==> config.mk <==
export PLATFORM = sky130hd
export DESIGN_NAME = lr_shift_arbiter
export DESIGN_NICKNAME = d
export VERILOG_FILES = /design/src/rtl/lr_shift_arbiter_pkg.sv /design/src/rtl/lr_shift_arbiter_shift_core.sv /design/src/rtl/lr_shift_arbiter.sv
export SDC_FILE = /design/constraint.sdc
export NUM_CORES = 1
export LEC_CHECK = 0
export ABC_AREA = 1
export CAP_MARGIN = 0
export CORE_MARGIN = 3
export CORE_UTILIZATION = 40
export CTS_CLUSTER_SIZE = 28
export DETAILED_ROUTE_END_ITERATION = 8
export GPL_ROUTABILITY_DRIVEN = 0
export HOLD_SLACK_MARGIN = 0.08
export PLACE_DENSITY = 0.74
export SLEW_MARGIN = 20
export SYNTH_ARGS = -nofsm -noshare
export SYNTH_HDL_FRONTEND = slang
export SYNTH_HIERARCHICAL = 1
export SYNTH_SLANG_ARGS = --single-unit
export TNS_END_PERCENT = 10
==> constraint.sdc <==
create_clock -name clk -period 2.1 [get_ports clk]
set_clock_uncertainty 0.2 [all_clocks]
set_input_delay 0.525 -clock clk [delete_from_list [all_inputs] [get_ports clk]]
set_output_delay 0.525 -clock clk [all_outputs]
set_load 0.05 [all_outputs]
==> src/rtl/lr_shift_arbiter_pkg.sv <==
// Shared types for the left/right shift arbiter.
// Shift direction, requester ids and output-stage states.
package lr_shift_arbiter_pkg;

   typedef enum logic {
      Left  = 1'b0,
      Right = 1'b1
   } ShiftDir;

   localparam logic ID_A = 1'b0;
   localparam logic ID_B = 1'b1;

   typedef enum logic {
      EMPTY = 1'b0,
      FULL  = 1'b1
   } out_state_t;

endpackage

==> src/rtl/lr_shift_arbiter_shift_core.sv <==
// Combinational left/right logical shifter.
// Vacated bit positions fill with zero.
module shift_core
   import lr_shift_arbiter_pkg::*;
#(
   parameter int width = 8
) (
   input  logic [width-1:0]         iBits,
   input  logic [$clog2(width)-1:0] shift,
   input  ShiftDir                  dir,
   output logic [width-1:0]         oBits
);

   // select shift direction
   always_comb begin
      oBits = iBits;
      if (dir == Left) begin
         oBits = iBits << shift;
      end else begin
         oBits = iBits >> shift;
      end
   end

endmodule

==> src/rtl/lr_shift_arbiter.sv <==
// Round-robin arbiter between two shift requesters
// feeding one shared shifter and a one-entry result register.
module lr_shift_arbiter
   import lr_shift_arbiter_pkg::*;
#(
   parameter int width = 8
) (
   input  logic                     clk,
   input  logic                     rst,
   input  logic                     a_valid,
   output logic                     a_ready,
   input  logic [width-1:0]         a_bits,
   input  logic [$clog2(width)-1:0] a_shift,
   input  ShiftDir                  a_dir,
   input  logic                     b_valid,
   output logic                     b_ready,
   input  logic [width-1:0]         b_bits,
   input  logic [$clog2(width)-1:0] b_shift,
   input  ShiftDir                  b_dir,
   output logic                     o_valid,
   input  logic                     o_ready,
   output logic [width-1:0]         o_bits,
   output logic                     o_id
);

   out_state_t                 r_state;
   out_state_t                 w_state_nxt;
   logic                       r_prio;
   logic [width-1:0]           r_bits;
   logic                       r_id;
   logic                       w_can_accept;
   logic                       w_gnt_b;
   logic                       w_accept;
   logic [width-1:0]           w_bits;
   logic [$clog2(width)-1:0]   w_shift;
   ShiftDir                    w_dir;
   logic [width-1:0]           w_result;

   // B wins when alone, or when both ask and B holds priority
   assign w_gnt_b = b_valid & (~a_valid | r_prio);

   // grant mux in front of the shared shifter
   assign w_bits  = w_gnt_b ? b_bits  : a_bits;
   assign w_shift = w_gnt_b ? b_shift : a_shift;
   assign w_dir   = w_gnt_b ? b_dir   : a_dir;

   shift_core #(
      .width (width)
   ) u_shift_core (
      .iBits (w_bits),
      .shift (w_shift),
      .dir   (w_dir),
      .oBits (w_result)
   );

   // output-stage state register
   always_ff @(posedge clk) begin
      if (!rst) begin
         r_state <= EMPTY;
      end else begin
         r_state <= w_state_nxt;
      end
   end

   // handshake decode and next state; no accept while in reset
   always_comb begin
      w_state_nxt  = r_state;
      w_can_accept = 1'b0;
      w_accept     = 1'b0;
      a_ready      = 1'b0;
      b_ready      = 1'b0;
      if (rst) begin
         w_can_accept = (r_state == EMPTY) | o_ready;
      end
      w_accept = w_can_accept & (a_valid | b_valid);
      a_ready  = w_can_accept & a_valid & ~w_gnt_b;
      b_ready  = w_can_accept & w_gnt_b;
      if (w_accept) begin
         w_state_nxt = FULL;
      end else if (r_state == FULL && o_ready) begin
         w_state_nxt = EMPTY;
      end
   end

   // result register and round-robin pointer
   always_ff @(posedge clk) begin
      if (!rst) begin
         r_bits <= '0;
         r_id   <= ID_A;
         r_prio <= 1'b0;
      end else if (w_accept) begin
         r_bits <= w_result;
         r_id   <= w_gnt_b ? ID_B : ID_A;
         r_prio <= w_gnt_b ? 1'b0 : 1'b1;
      end
   end

   assign o_valid = (r_state == FULL);
   assign o_bits  = r_bits;
   assign o_id    = r_id;

endmodule

==> reports/qor.csv <==
stage,metric,value,unit
run_status,outcome,completed,
worst_setup_path,crit_top_cell,nand2_2,
die,die_w,57.8,µm
yosys,yosys.area.top_type,nand3_1,
worst_setup_path,crit_fanout,6,
die,io_pins,41,
die,die_area,0.00334,mm²
detailed_routing,drt-total-wl,3100,µm
cts,cts_buffer_depth,2,
detailed_routing,wl_per_cell,11.4,µm
timing,setup_violations,0,
yosys,synth_top_area_share,0.308,
timing,rsz0062_at_grt,yes,
cts,clock_sinks,11,
timing,clock.fmax,497,MHz
worst_setup_path,startpoint_type,primary input,
detailed_routing,drt-initial-drc-count,55,
yosys,postSynthAreaPerCell,5.77,µm²
detailed_routing,ant_nets,0,
worst_setup_path,critical_path_required,1370,ps
die,initial_utilization,0.426,
place,dpl_cell_area,0.00155,mm²
worst_setup_path,arrival,1290,ps
detailed_routing,via_per_inst,5.08,
cts,numCtsBuffers,3,
die,chipHeight,57.8,µm
worst_setup_path,critPathMaxStageDelay,240,ps
yosys,synth_warnings,6,
cells_and_area,design_area,0.00165,mm²
timing,finalHoldViolations,0,
power_and_ir_drop,p_comb_frac,0.553,
global_route,grt_usage,0.190,
yosys,synth_nets,215,
detailed_routing,drc_errors,0,
cells_and_area,nets,271,
timing,fin_crit_sh,0.959,
cells_and_area,areaGrowthSynthToFinish,53.4,%
timing,relSlewSlack,0.823,
min_path,hp-class,reg2reg,
flow_run,drv_cap,0,
die,rows,18,
worst_setup_path,reg2reg_slack,210,ps
timing,min_period,2010,ps
cells_and_area,nFillCells,243,
global_route,grt_pass1_vias,1226,
worst_setup_path,worstSetupPathDepth,7,
cts,clk_pin_slew_worst_paths,70,ps
global_route,antenna_found_initial,0,
yosys,ys_ff_latch,11,
worst_setup_path,crit_buf_inv,4,
yosys,syn_area,0.00107,mm²
power_and_ir_drop,switching_share,0.434,
worst_setup_path,crit_family,buffers and inverters,
worst_setup_path,critical_path_class,in2out,
yosys,syn_inst,186,
yosys,yosysUniqueCellTypes,19,
die,coreArea,0.00252,mm²
cells_and_area,num_antenna_cells,0,
worst_setup_path,reg2reg_depth,14,
cts,clk_latency,280,ps
detailed_routing,drt_first_pass_iters,4,
cells_and_area,finish.utilization,0.653,
global_route,grt_overflow_total,0,
power_and_ir_drop,vdd_drop_max,550,µV
cts,htree_levels,1,
cts,cts-root-buf,clkbuf_4,
detailed_routing,routed-via-count,1377,
power_and_ir_drop,seqPwrFrac,0.278,
worst_setup_path,cp_slowest_cell,dlygate4sd2_1,
power_and_ir_drop,p_int,501,µW
global_route,grt_max_degree,16,
cts,tritoncts,yes,
yosys,yosys-top-cells-area,"nand3_1, nand2_1, dfxtp_1",
place,dp_hpwl,2480,µm
cells_and_area,drive_gt1_frac,0.274,
yosys,yosysSeqAreaShare,0.205,
power_and_ir_drop,power_leakage,0.839,nW
power_and_ir_drop,powerDensity,537,mW/mm²
power_and_ir_drop,power_switching,383,µW
min_path,min_path_cells,2,
worst_setup_path,cp_cell_sequence,dlygate4sd2_1 > nand2_1 > nand2_2 > inv_4 > nand2_2 > inv_2 > buf_12,
power_and_ir_drop,pwr-share-clk,0.169,
place,io_buffers,40,
global_route,grt_pass1_wl,5100,µm
timing,drv_slew,0,
timing,worst_pin_slew,264,ps
timing,holdWs,260,ps
worst_setup_path,cp-end-kind,primary output,
## cell usage in the layout (no fill, tap or decap), types with 4 or more instances in the layout
master / instances
dfxtp_1: 11
clkdlybuf4s50_1: 24
inv_1: 5
inv_2: 4
dlygate4sd2_1: 4
buf_4: 27
nand2_1: 60
nand2_2: 15
nand3_1: 66
inv_4: 4
## worst reg2reg max path: stages (launching register included)
cell and delay [ps]:
dfxtp_1 300, inv_1 60, nand2_1 70, nand2_2 110
inv_4 70, buf_4 150, nand2_1 70, nand2_2 90
buf_6 140, nand2_2 90, nand3_1 110, nand3_1 100
nand3_1 90, nand3_1 90, nand2_1 60
## routing by layer
layer | global-route usage | vias up | wire [µm]
met1 | 0.246 | 609 | 1320
met5 | 0 | - | 0
met4 | 0.0497 | 0 | 50
met3 | 0.0401 | 6 | 161
li1 | - | 718 | -
met2 | 0.318 | 44 | 1570
## timing repair
item / CTS / global route
pin swaps: 7 / 1
setup buffers: 4 / 0
hold buffers: 0 / 0
hold endpoints to repair: 0 / 0
endpoints found under the setup margin: 10 / 8
resized for setup: 20 / 3
## path summary, 6_finish.rpt
check / startpoint / endpoint
worst max register to register: r_prio$_SDFFE_PN0P_ / o_bits[3]$_SDFFE_PN0P_
worst min register to register: o_bits[5]$_SDFFE_PN0P_ / o_bits[5]$_SDFFE_PN0P_
worst min-delay path: o_bits[5]$_SDFFE_PN0P_ / o_bits[5]$_SDFFE_PN0P_
worst max-delay path: a_valid / b_ready
## state kept, by name, summed over array words and instances (netlist names)
signal	flops
o_valid	1
r_prio	1
o_id	1
o_bits	8
## cell type report
| cell class | instances | area (µm²) | share of cell area |
|---|---|---|---|
| clock buffer | 4 | 26.3 | 0.0160 |
| sequential | 11 | 220 | 0.134 |
| multi-input combinational | 154 | 771 | 0.468 |
| timing repair buffer | 58 | 529 | 0.321 |
| tap | 30 | 37.5 | 0.0228 |
| inverter | 14 | 62.6 | 0.0380 |
## power groups by stage
stage | Combinational, mW | Sequential, mW | Clock [mW]
6_report | 0.489 | 0.245 | 0.150
4_1_cts | 0.484 | 0.246 | 0.158
3_3_place_gp | 0.456 | 0.249 | 0
2_1_floorplan | 0.234 | 0.328 | 0
3_5_place_dp | 0.465 | 0.251 | 0
5_1_grt | 0.531 | 0.249 | 0.166
## synthesized netlist by cell type (all sizes together)
library cell	n
a21oi	1
buf	7
clkinv	1
dfxtp	11
inv	13
nand2	76
nand3	68
nor2	8
o21bai	1
## cells by family (layout without fill, tap and decap cells)
family / after synthesis / in the layout / share of synthesized area
compound gates: 2 / 2 / 0.0152
simple gates: 152 / 152 / 0.668
buf+inv: 21 / 76 / 0.112
flops: 11 / 11 / 0.205
## through the flow
stage	setup WS, ps	cells	power [mW]	setup TNS [ps]
CTS	78.1	271	0.888	0
finish	86.0	271	0.884	0
floorplan	41.8	186	0.562	0
global route	-14.5	271	0.946	-48.3
detailed placement	-362	263	0.716	-3240
global placement	-316	263	0.705	-2730
(Power assumes the default switching activity.)
